[src/rtl/fsm_seq_pkg.sv]
// Shared state encodings and 7-segment codes for the start/count/done sequencer.
package fsm_seq_pkg;

  typedef enum logic [1:0] {
    ST_IDLE  = 2'd0,
    ST_COUNT = 2'd1,
    ST_PAUSE = 2'd2,
    ST_DONE  = 2'd3
  } state_t;

  localparam logic [7:0] LED_IDLE  = 8'd10;
  localparam logic [7:0] LED_COUNT = 8'd5;
  localparam logic [7:0] LED_PAUSE = 8'd7;
  localparam logic [7:0] LED_DONE  = 8'd15;

endpackage

[src/rtl/fsm_seq_prescaler.sv]
// Free-running clock divider: counts while run is high, holds otherwise, and
// raises tick for the one cycle whose edge wraps it back to zero.
module fsm_seq_prescaler #(
  parameter int PRESCALE_MAX = 10_000_000,
  parameter int PRESCALE_W   = 24
) (
  input  logic clk,
  input  logic rst_n,
  input  logic run,
  input  logic clear,
  output logic tick
);

  localparam logic [PRESCALE_W-1:0] WRAP = PRESCALE_W'(PRESCALE_MAX - 1);

  logic [PRESCALE_W-1:0] pre;

  assign tick = run & ~clear & (pre == WRAP);

  always_ff @(posedge clk or negedge rst_n) begin
    if (!rst_n) begin
      pre <= '0;
    end else if (clear) begin
      pre <= '0;
    end else if (run) begin
      pre <= tick ? '0 : pre + 1'b1;
    end
  end

endmodule

[src/rtl/fsm_seq_timer.sv]
// Start/count/done sequencer with run-time target, prescaled tick, abort and
// auto-repeat. Pause support is built only when FSM_SEQ_PAUSE_EN is defined.
//
// state | meaning
// IDLE  | waiting for ena & start; count shows the last result
// COUNT | prescaler running, count advances on each tick
// PAUSE | prescaler and count frozen while pause is high
// DONE  | one-cycle completion, count == target_q
module fsm_seq_timer
  import fsm_seq_pkg::*;
#(
  parameter int CNT_W        = 8,
  parameter int PRESCALE_MAX = 10_000_000,
  parameter int PRESCALE_W   = 24
) (
  input  logic             clk,
  input  logic             rst_n,
  input  logic             ena,
  input  logic             start,
  input  logic             abort,
  input  logic             pause,
  input  logic             auto_repeat,
  input  logic [CNT_W-1:0] target,
  output logic [CNT_W-1:0] count,
  output logic [1:0]       state_out,
  output logic [7:0]       led_out,
  output logic             done,
  output logic             busy
);

  state_t           state_q, state_nxt;
  logic [CNT_W-1:0] count_q, count_nxt;
  logic [CNT_W-1:0] target_q, target_nxt;
  logic [CNT_W-1:0] count_inc;
  logic             pause_eff;
  logic             run;
  logic             clear;
  logic             tick;

`ifdef FSM_SEQ_PAUSE_EN
  assign pause_eff = pause;
`else
  logic unused_pause;
  assign unused_pause = pause;
  assign pause_eff    = 1'b0;
`endif

  assign count_inc = count_q + 1'b1;

  // A PAUSE cycle with pause already released advances like COUNT, so each
  // paused cycle costs exactly one cycle of latency.
  assign run   = ena & ~abort & ~pause_eff & busy & (target_q != '0);
  assign clear = ~ena | abort | ~busy;

  fsm_seq_prescaler #(
    .PRESCALE_MAX (PRESCALE_MAX),
    .PRESCALE_W   (PRESCALE_W)
  ) u_prescaler (
    .clk   (clk),
    .rst_n (rst_n),
    .run   (run),
    .clear (clear),
    .tick  (tick)
  );

  always_ff @(posedge clk or negedge rst_n) begin
    if (!rst_n) begin
      state_q  <= ST_IDLE;
      count_q  <= '0;
      target_q <= '0;
    end else begin
      state_q  <= state_nxt;
      count_q  <= count_nxt;
      target_q <= target_nxt;
    end
  end

  always_comb begin
    state_nxt  = state_q;
    count_nxt  = count_q;
    target_nxt = target_q;
    if (!ena || abort) begin
      state_nxt = ST_IDLE;
      if (state_q != ST_IDLE) count_nxt = '0;
    end else begin
      case (state_q)
        ST_IDLE: begin
          if (start) begin
            state_nxt  = ST_COUNT;
            target_nxt = target;
            count_nxt  = '0;
          end
        end
`ifdef FSM_SEQ_PAUSE_EN
        ST_COUNT, ST_PAUSE: begin
`else
        ST_COUNT: begin
`endif
          if (pause_eff) begin
            state_nxt = ST_PAUSE;
          end else if (target_q == '0) begin
            state_nxt = ST_DONE;
          end else begin
            state_nxt = ST_COUNT;
            if (tick) begin
              count_nxt = count_inc;
              if (count_inc == target_q) state_nxt = ST_DONE;
            end
          end
        end
        ST_DONE: begin
          if (auto_repeat) begin
            state_nxt  = ST_COUNT;
            target_nxt = target;
            count_nxt  = '0;
          end else begin
            state_nxt = ST_IDLE;
          end
        end
        default: state_nxt = ST_IDLE;
      endcase
    end
  end

  always_comb begin
    state_out = ST_IDLE;
    led_out   = LED_IDLE;
    busy      = 1'b0;
    done      = 1'b0;
    case (state_q)
      ST_COUNT: begin
        state_out = ST_COUNT;
        led_out   = LED_COUNT;
        busy      = 1'b1;
      end
`ifdef FSM_SEQ_PAUSE_EN
      ST_PAUSE: begin
        state_out = ST_PAUSE;
        led_out   = LED_PAUSE;
        busy      = 1'b1;
      end
`endif
      ST_DONE: begin
        state_out = ST_DONE;
        led_out   = LED_DONE;
        done      = 1'b1;
      end
      default: begin
        state_out = ST_IDLE;
        led_out   = LED_IDLE;
      end
    endcase
  end

  assign count = count_q;

endmodule
[config.mk]
export PLATFORM = sky130hd
export DESIGN_NAME = fsm_seq_timer
export DESIGN_NICKNAME = d
export VERILOG_FILES = /design/src/rtl/fsm_seq_pkg.sv /design/src/rtl/fsm_seq_prescaler.sv /design/src/rtl/fsm_seq_timer.sv
export SDC_FILE = /design/constraint.sdc
export NUM_CORES = 1
export LEC_CHECK = 0
export ABC_CLOCK_PERIOD_IN_PS = 1810
export BUFFER_PORTS_ARGS = -buffer_cell sky130_fd_sc_hd__buf_2
export CAP_MARGIN = 20
export CORE_ASPECT_RATIO = 0.7
export CORE_MARGIN = 4
export CORE_UTILIZATION = 37
export CTS_CLUSTER_SIZE = 24
export DETAILED_ROUTE_END_ITERATION = 8
export MAX_ROUTING_LAYER = met4
export PLACE_DENSITY = 0.56
export SLEW_MARGIN = 15
export SYNTH_ARGS = -nofsm -noshare
export SYNTH_HDL_FRONTEND = slang
export SYNTH_SLANG_ARGS = --single-unit
[constraint.sdc]
create_clock -name clk -period 1.81 [get_ports clk]
set_input_delay 0.0905 -clock clk [delete_from_list [all_inputs] [get_ports clk]]
set_output_delay 0.0905 -clock clk [all_outputs]
set_load 0.005 [all_outputs]
# After elaboration in Yosys (flattened, before gate mapping)
# Index checks and enable logic that the tools add are counted.
[totals] ff_bits=42 elab_cells=64 out_inout_bits=20 input_bits=15
[classes] n_bitwise=12 n_eq_ne=11 mux=24 add_sub_neg=2 n_reduce_logical=11
[ops] operator="24-bit two-way mux" n=3
[ops] operator="8-bit two-way mux" n=8
[ops] operator="24-bit by 1-bit adder with 24-bit output (second input constant)" n=1
[ops] operator="24-bit == test (second input constant)" n=1
[ops] operator="8-bit case mux with 3 select lines" n=1
[ops] operator="8-bit case mux with 2 select lines" n=1
[ops] operator="2-bit two-way mux" n=5
[ops] operator="3-bit != test (second input constant)" n=3
[ops] operator="8-bit by 1-bit adder with 8-bit output (second input constant)" n=1
[ops] operator="8-bit == test" n=1
[ops] operator="8-bit zero test" n=1
[ops] operator="4-bit case mux with 2 select lines" n=1
[ops] operator="8-bit nonzero test" n=1
[ops] operator="2-bit case mux with 3 select lines" n=1
[ops] operator="6-bit AND reduction" n=1
[ops] operator="2-bit nonzero test" n=3
[ops] operator="1-bit AND" n=5
[ops] operator="1-bit inverter" n=5
[ops] operator="2-bit != test (second input constant)" n=2
[ops] operator="2-bit case mux with 2 select lines" n=1
[ops] operator="4-bit AND reduction" n=1
[ops] operator="4-bit nonzero test" n=1
[ops] operator="1-bit two-way mux" n=3
[ops] operator="3-bit by 2-bit != test with 1-bit output (second input constant)" n=1
[ops] operator="other kinds (7)" n=8

# Logic depth before layout (Yosys ltp)
# Gate-level depths: netlist of the first run.
[depth] word_depth=11 ltp_mapped=8 depth_no_buf=7

# By module
# From an unflattened synthesis of the first run, not the netlist that was laid out.
[unflattened] cells_unflattened=293 area_unflattened_um2=2670.1
[by_module_without_submodules] mod="fsm_seq_prescaler" seq_area_each_um2=600.6 area_each_um2=1453.9 cells_each=169 instances=1
[by_module_without_submodules] mod="fsm_seq_timer" seq_area_each_um2=450.4 area_each_um2=1216.2 cells_each=124 instances=1

# Worst setup path before layout of the first run
# No wires, ideal clock.
[synth_timing] path_kind="reg2reg" start="register count_q[0] (netlist: count[0])" end="register state_q[1]" synth_period_minus_slack_ns=1.859 t_arrival_ns=1.794 setup_time_ns=0.065 n_path_buf=0 stages_incl_launch_ff=7 required_ns=1.745 path_slack_ns=-0.049 path_cell_list="dfrtp_1 -> ha_1 -> xor2_1 -> or4_1 -> nor4_1 -> and3_1 -> a31o_1"
[synth_between] elab_chain_cells=7
[synth_rtl] element="start, declared" line_no="fsm_seq_timer.sv:32" rtl="logic [CNT_W-1:0] count_q, count_nxt;"
[synth_rtl] element="start signal, assigned" line_no="fsm_seq_timer.sv:73" rtl="count_q <= count_nxt;"
[synth_rtl] element="8-bit by 1-bit adder with 8-bit output" line_no="fsm_seq_timer.sv:48" rtl="assign count_inc = count_q + 1'b1;"
[synth_rtl] element="8-bit == test" line_no="fsm_seq_timer.sv:107" rtl="if (count_inc == target_q) state_nxt = ST_DONE;"
[synth_rtl] element="2-bit two-way mux" line_no="fsm_seq_timer.sv:107"
[synth_rtl] element="2-bit two-way mux" line_no="fsm_seq_timer.sv:105" rtl="if (tick) begin"
[synth_rtl] element="2-bit two-way mux" line_no="fsm_seq_timer.sv:101" rtl="end else if (target_q == '0) begin"
[synth_rtl] element="2-bit case mux with 3 select lines" line_no="fsm_seq_timer.sv:86" rtl="case (state_q)"
[synth_rtl] element="2-bit two-way mux" line_no="fsm_seq_timer.sv:82" rtl="if (!ena || abort) begin"
[synth_rtl] element="end signal, assigned" line_no="fsm_seq_timer.sv:72" rtl="state_q <= state_nxt;"
[synth_rtl] element="end, declared" line_no="fsm_seq_timer.sv:31" rtl="state_t state_q, state_nxt;"
# No other way between the ends.
# A chain may end at the register's enable or synchronous reset.

# Final worst setup path of the first run
# Ends and elaborated chain as after synthesis.

==> results of run 1 <==
synthesized netlist by cell type (3+ instances only):
cell type and number:
and4_1 4, nor3_1 4, nor2b_1 3, nand4_1 11
inv_1 5, nand2_1 19, or2_2 3, o21ai_0 4
dfrtp_1 42, nor4_4 3, or3_1 3, buf_2 5
a21oi_1 4, mux2i_1 4, mux2_2 8, o211ai_1 5
buf_4 11, nand3_1 23, xor2_1 20, and3_1 9
ha_1 7, xnor2_1 11, nor2_1 27
layout make-up:
class | instances | area [um^2]
flip-flops and latches | 42 | 1054
inverters | 5 | 18.77
repair buffers | 87 | 646.9
well taps | 94 | 117.6
multi-input cells | 205 | 1619
fillers | 626 | 3253
clock buffers | 8 | 110.1
per-layer routing:
metal | vias to the layer above | routed length [um] | part of all wire [%]
met5 | - | 0 | 0
met4 | 0 | 53 | 0.78
met3 | 6 | 355 | 5.2
met2 | 54 | 2757 | 41
li1 | 1104 | - | -
met1 | 1074 | 3600 | 53
cell families after synthesis:
| logic type | count (synthesis) | synth area share, % |
|---|---|---|
| fa+ha+maj | 7 | 3.346 |
| simple gates | 128 | 29.35 |
| buf+inv | 23 | 5.114 |
| compound gates | 23 | 6.549 |
| mux | 12 | 4.972 |
| flops | 42 | 40.15 |
| xor+xnor | 31 | 10.37 |
| other cells | 1 | 0.1433 |
state kept, by name, summed over array words and instances (netlist names):
register         flops
target_q             8
u_prescaler.pre     24
state_q              2
count                8
through the flow:
| stage | power, uW | std cells | setup WS [ps] | hold slack (ps) |
|---|---|---|---|---|
| global route | 2249 | 441 | -155.8 | 9.549 |
| detailed placement | 1398 | 424 | -128.3 | 118.9 |
| CTS | 2137 | 436 | -51.45 | 19.94 |
| finish | 2143 | 441 | -48.86 | 24.55 |
| global placement | 1391 | 424 | -62.61 | 112.2 |
| floorplan | 1222 | 270 | 0.3555 | -205.1 |
path summary, 6_finish.rpt:
path	endpoint	slack (ps)	cells past startpoint
max in group asynchronous	target_q[1]	980	3
max	state_q[1]	-50	6
min reg2reg	u_prescaler.pre[20]	560	2
min in group asynchronous	u_prescaler.pre[15]	310	2
max reg2reg	state_q[1]	-50	6
min	target_q[5]	20	2
critical path: stages, from the launching register on:
cell,delay (ps)
dfrtp_2,430
ha_4,250
xor2_1,140
or4_1,470
nor4_1,160
and3_1,190
a31o_1,160
power breakdown:
group          total (uW)  switching [uW]  internal (uW)  leakage (uW)
sequential           1030            48.7            981      0.000566
clock                 723             337            386     0.0000575
combinational         390             181            210      0.000893
total                2140             566           1580       0.00152
repair_timing:
action | in CTS | in global routing
resized for setup | 17 | 26
setup buffers | 3 | 5
endpoints found under the hold margin | 20 | 0
setup endpoints to repair | 13 | 32
hold buffers | 1 | 0
pin swaps | 8 | 10
==> results.yml, run 1 <==
outcome:
  violations: "setup timing"
  status: "finished with violations"
place:
  port_buffers: 29
  hpwl_um: 5027
  place_area_um2: 3193
  place_congestion: 0.8425
yosys:
  synthFlopType: "dfrtp_1"
  synth.area.top_cells: "dfrtp_1, xor2_1, nand3_1"
  synth_edf_count: 0
  syn_inst: 267
  synth_cell_types: 50
  syn_avg_cell_area_um2: 9.803
  yosys_warnings: 0
  yosysTopAreaCell: "dfrtp_1"
  ys_seq_elements: 42
  synth.top_cell.area_share_pct: 40.15
  async_flop_share_pct: 100.0
  seq_area_frac_synth_pct: 40.15
  synth_area_um2: 2618
clock_network:
  path_clk_slew_ps: 90
  cts_sinks: 42
  cts-root-buf: "clkbuf_8"
  ctsLongestPathBuffers: 2
  cts_tree: "yes"
  clk_latency_ps: 290
  h-tree-depth: 2
  cts_made_buffers: 5
timing:
  period_minus_slack_ps: 1859
  setup_violations: 2
  skew_ps: 5.410
  slew_viol_final: 0
  finalSetupTns_ps: -87.54
  slew-limit-headroom_pct: 62.15
  tightest_slew_ps: 567.8
  clock.fmax_mhz: 538.0
  period_share_pct: 102.7
  hold_violations: 0
  setup_ws_ps: -48.86
  rsz0062_at_grt: "true"
die:
  io_pins: 35
  initial_utilization_pct: 38.39
  rows: 25
  core_um2: 6819
  die_w_um: 108.5
  die_h_um: 78.37
  floorplan.die_area_um2: 8506
grt:
  grt_pass1_wl_um: 11030
  antenna_found_initial: 0
  grt_use_met3_pct: 3.451
  grt_usage_pct: 16.95
  gr-usage-met2_pct: 22.01
  grt_max_degree: 24
  grt_overflow_total: 0
  grt-busiest-layer: "met1"
  grt_pass1_vias: 2144
  met1_usage_pct: 26.33
min_path:
  worstHoldPathType: "in -> reg"
  hp-start: "target[5]"
job:
  drv_cap: 0
routing:
  via_per_inst: 5.075
  drc_errors: 0
  wl_um: 6766
  dr_total_vias: 2238
  wl_per_cell_um: 15.34
  ant_nets: 0
  firstDrtPassIters: 5
  drt_iter0_markers: 72
final_layout:
  final_common_cell: "buf_4"
  drive_above_1_share_pct: 41.21
  final_cell_area_um2: 3566
  fin_nets: 368
  antennaDiodeCount: 0
  area_growth_pct: 36.23
  final_cell_mix: "buf_4, dfrtp_1, buf_2, nor2_1, nand3_1"
  finalCoreUtilization_pct: 52.29
critical_path:
  critPathCaptureType: "register"
  crit_fanout: 2
  critical_path.startpoint: "count[0]"
  timing.rr.start: "count[0]"
  startpoint_type: "register"
  worstPathArrival_ps: 2090
  crit_required_ps: 2040
  critPathKind: "reg -> reg"
pwr:
  peakVddDrop_uv: 299.9
  cellPowerDensity_nw_per_um2: 601.0
  leakagePower_uw: 0.001516
(Power assumes the default switching activity.)
==> inputs of run 2 (changes only) <==
- HOLD_SLACK_MARGIN: default -> 0.12
==> run 2 against run 1 <==
Effect of this change:
- the flow still finishes with violations (setup timing)
- global-route usage grew 0.057 points
- first-iteration DRC count is 13% higher
- die area did not move
- critical path depth stayed put
- sequential power is essentially flat
- clock skew increased by 1.0 ps
- highest routed layer unchanged
- register-to-register slack is essentially flat
- maximum frequency grew 0.38%
- clock power is essentially flat
- routed wire length rose by 0.22%
- hold slack better by 200 ps
- via count rose by 0.71%
==> results.yml, run 2 (synthesis gave the netlist of run 1 again) <==
outcome:
  status: "finished with violations"
  violations: "setup timing"
grt:
  grt_pass1_vias: 2166
  grt_max_degree: 24
  grt_usage_pct: 17.01
  grt_pass1_wl_um: 11100
  antenna_found_initial: 0
  grt_overflow_total: 0
critical_path:
  critPathKind: "reg -> reg"
  critical_path.startpoint: "count[0]"
  worstPathArrival_ps: 2080
  crit_required_ps: 2040
  cp_slowest_stage_delay_ps: 470
  timing.rr.start: "count[0]"
  slowest_stage: "or4_1"
  critPathCaptureType: "register"
  path_cells: "ha_4, xor2_1, or4_1, nor4_1, and3_1, a31o_1"
  crit_fanout: 2
  startpoint_type: "register"
  crit_family: "simple AND/OR/NAND/NOR gates"
  cp.buffers_inverters: 0
final_layout:
  fillers: 625
  area_growth_pct: 38.77
  finalCoreUtilization_pct: 53.27
  antennaDiodeCount: 0
  regMostFlops: "u_prescaler.pre"
  drive_above_1_share_pct: 40.00
  final_common_cell: "buf_4"
  largest_reg_flops: 24
  final_cell_mix: "buf_4, dfrtp_1, buf_2, nor2_1, nand3_1"
  fin_nets: 376
  final_cell_area_um2: 3632
place:
  place_area_um2: 3193
  place_congestion: 0.8425
  port_buffers: 29
  hpwl_um: 5027
min_path:
  hp-start: "auto_repeat"
  worstHoldPathType: "in -> reg"
clock_network:
  cts_made_buffers: 5
  cts_sinks: 42
  cts_tree: "yes"
  ctsLongestPathBuffers: 2
  h-tree-depth: 2
  cts-root-buf: "clkbuf_8"
  path_clk_slew_ps: 90
  clk_latency_ps: 290
timing:
  slew_viol_final: 0
  rsz0062_at_grt: "true"
  hold_violations: 0
  slew-limit-headroom_pct: 62.02
  period_share_pct: 102.3
  clock.fmax_mhz: 540.0
  skew_ps: 6.405
  setup_ws_ps: -41.78
  period_minus_slack_ps: 1852
  tightest_slew_ps: 569.7
  setup_violations: 2
die:
  die_h_um: 78.37
  die_w_um: 108.5
  core_um2: 6819
  io_pins: 35
  floorplan.die_area_um2: 8506
  initial_utilization_pct: 38.39
  rows: 25
routing:
  ant_nets: 0
  drc_errors: 0
  via_per_inst: 5.020
  drt_iter0_markers: 81
  firstDrtPassIters: 4
  wl_um: 6781
  wl_per_cell_um: 15.10
  dr_total_vias: 2254
pwr:
  leakagePower_uw: 0.001549
  peakVddDrop_uv: 307.4
  fin_total_pwr_uw: 2153
  cellPowerDensity_nw_per_um2: 592.6
job:
  drv_cap: 0
run 2: final timing paths:
path / end / slack [ps] / cells after the start
max reg2reg: state_q[1] / -40 / 6
min: state_q[0] / 220 / 3
min in group asynchronous: count[3] / 310 / 2
max: state_q[1] / -40 / 6
min reg2reg: u_prescaler.pre[20] / 560 / 2
max in group asynchronous: target_q[3] / 970 / 3
run 2: metrics by stage:
stage / setup slack (ps) / TNS [ps] / instances / hold slack (ps)
after detailed placement: -128.3 / -201.6 / 424 / 118.9
after floorplan: 0.3555 / 0 / 270 / -205.1
after global placement: -62.61 / -84.92 / 424 / 112.2
final: -41.78 / -81.48 / 449 / 220.9
after global routing: -157.2 / -449.2 / 449 / 240.0
after CTS: -51.45 / -93.98 / 444 / 200.2
run 2: routing by layer:
| layer | global-route usage (%) | up-vias | share of wire, % |
|---|---|---|---|
| met4 | 4.288 | 0 | 0.46 |
| li1 | - | 1119 | - |
| met1 | 26.35 | 1080 | 53 |
| met2 | 22.19 | 51 | 42 |
| met3 | 3.451 | 4 | 5.3 |
| met5 | - | - | 0 |
run 2: tightest hold or removal path, cell delays in order:
cell	delay [ps]
buf_2	130
a2111oi_0	110
nor3_1	130
run 2: final cells by class:
class                   instances  area, um^2  area share [%]
clock buffers                   8       110.1           3.031
inverters                       5       18.77          0.5167
multi-input cells             205        1609           44.30
flip-flops and latches         42        1054           29.00
well taps                      94       117.6           3.238
repair buffers                 95       723.2           19.91
run 2: power breakdown:
part           internal, uW  switching [uW]  leakage (uW)
clock                   386             334     0.0000575
combinational           220             182      0.000926
sequential              981            49.5      0.000566
total                  1590             565       0.00155
run 2: timing repair:
item / CTS / global route
pin swaps: 8 / 9
buffers inserted: 3 / 5
hold buffers: 9 / 0
resized for setup: 17 / 23
endpoints found under the hold margin: 28 / 0
endpoints found under the setup margin: 13 / 32
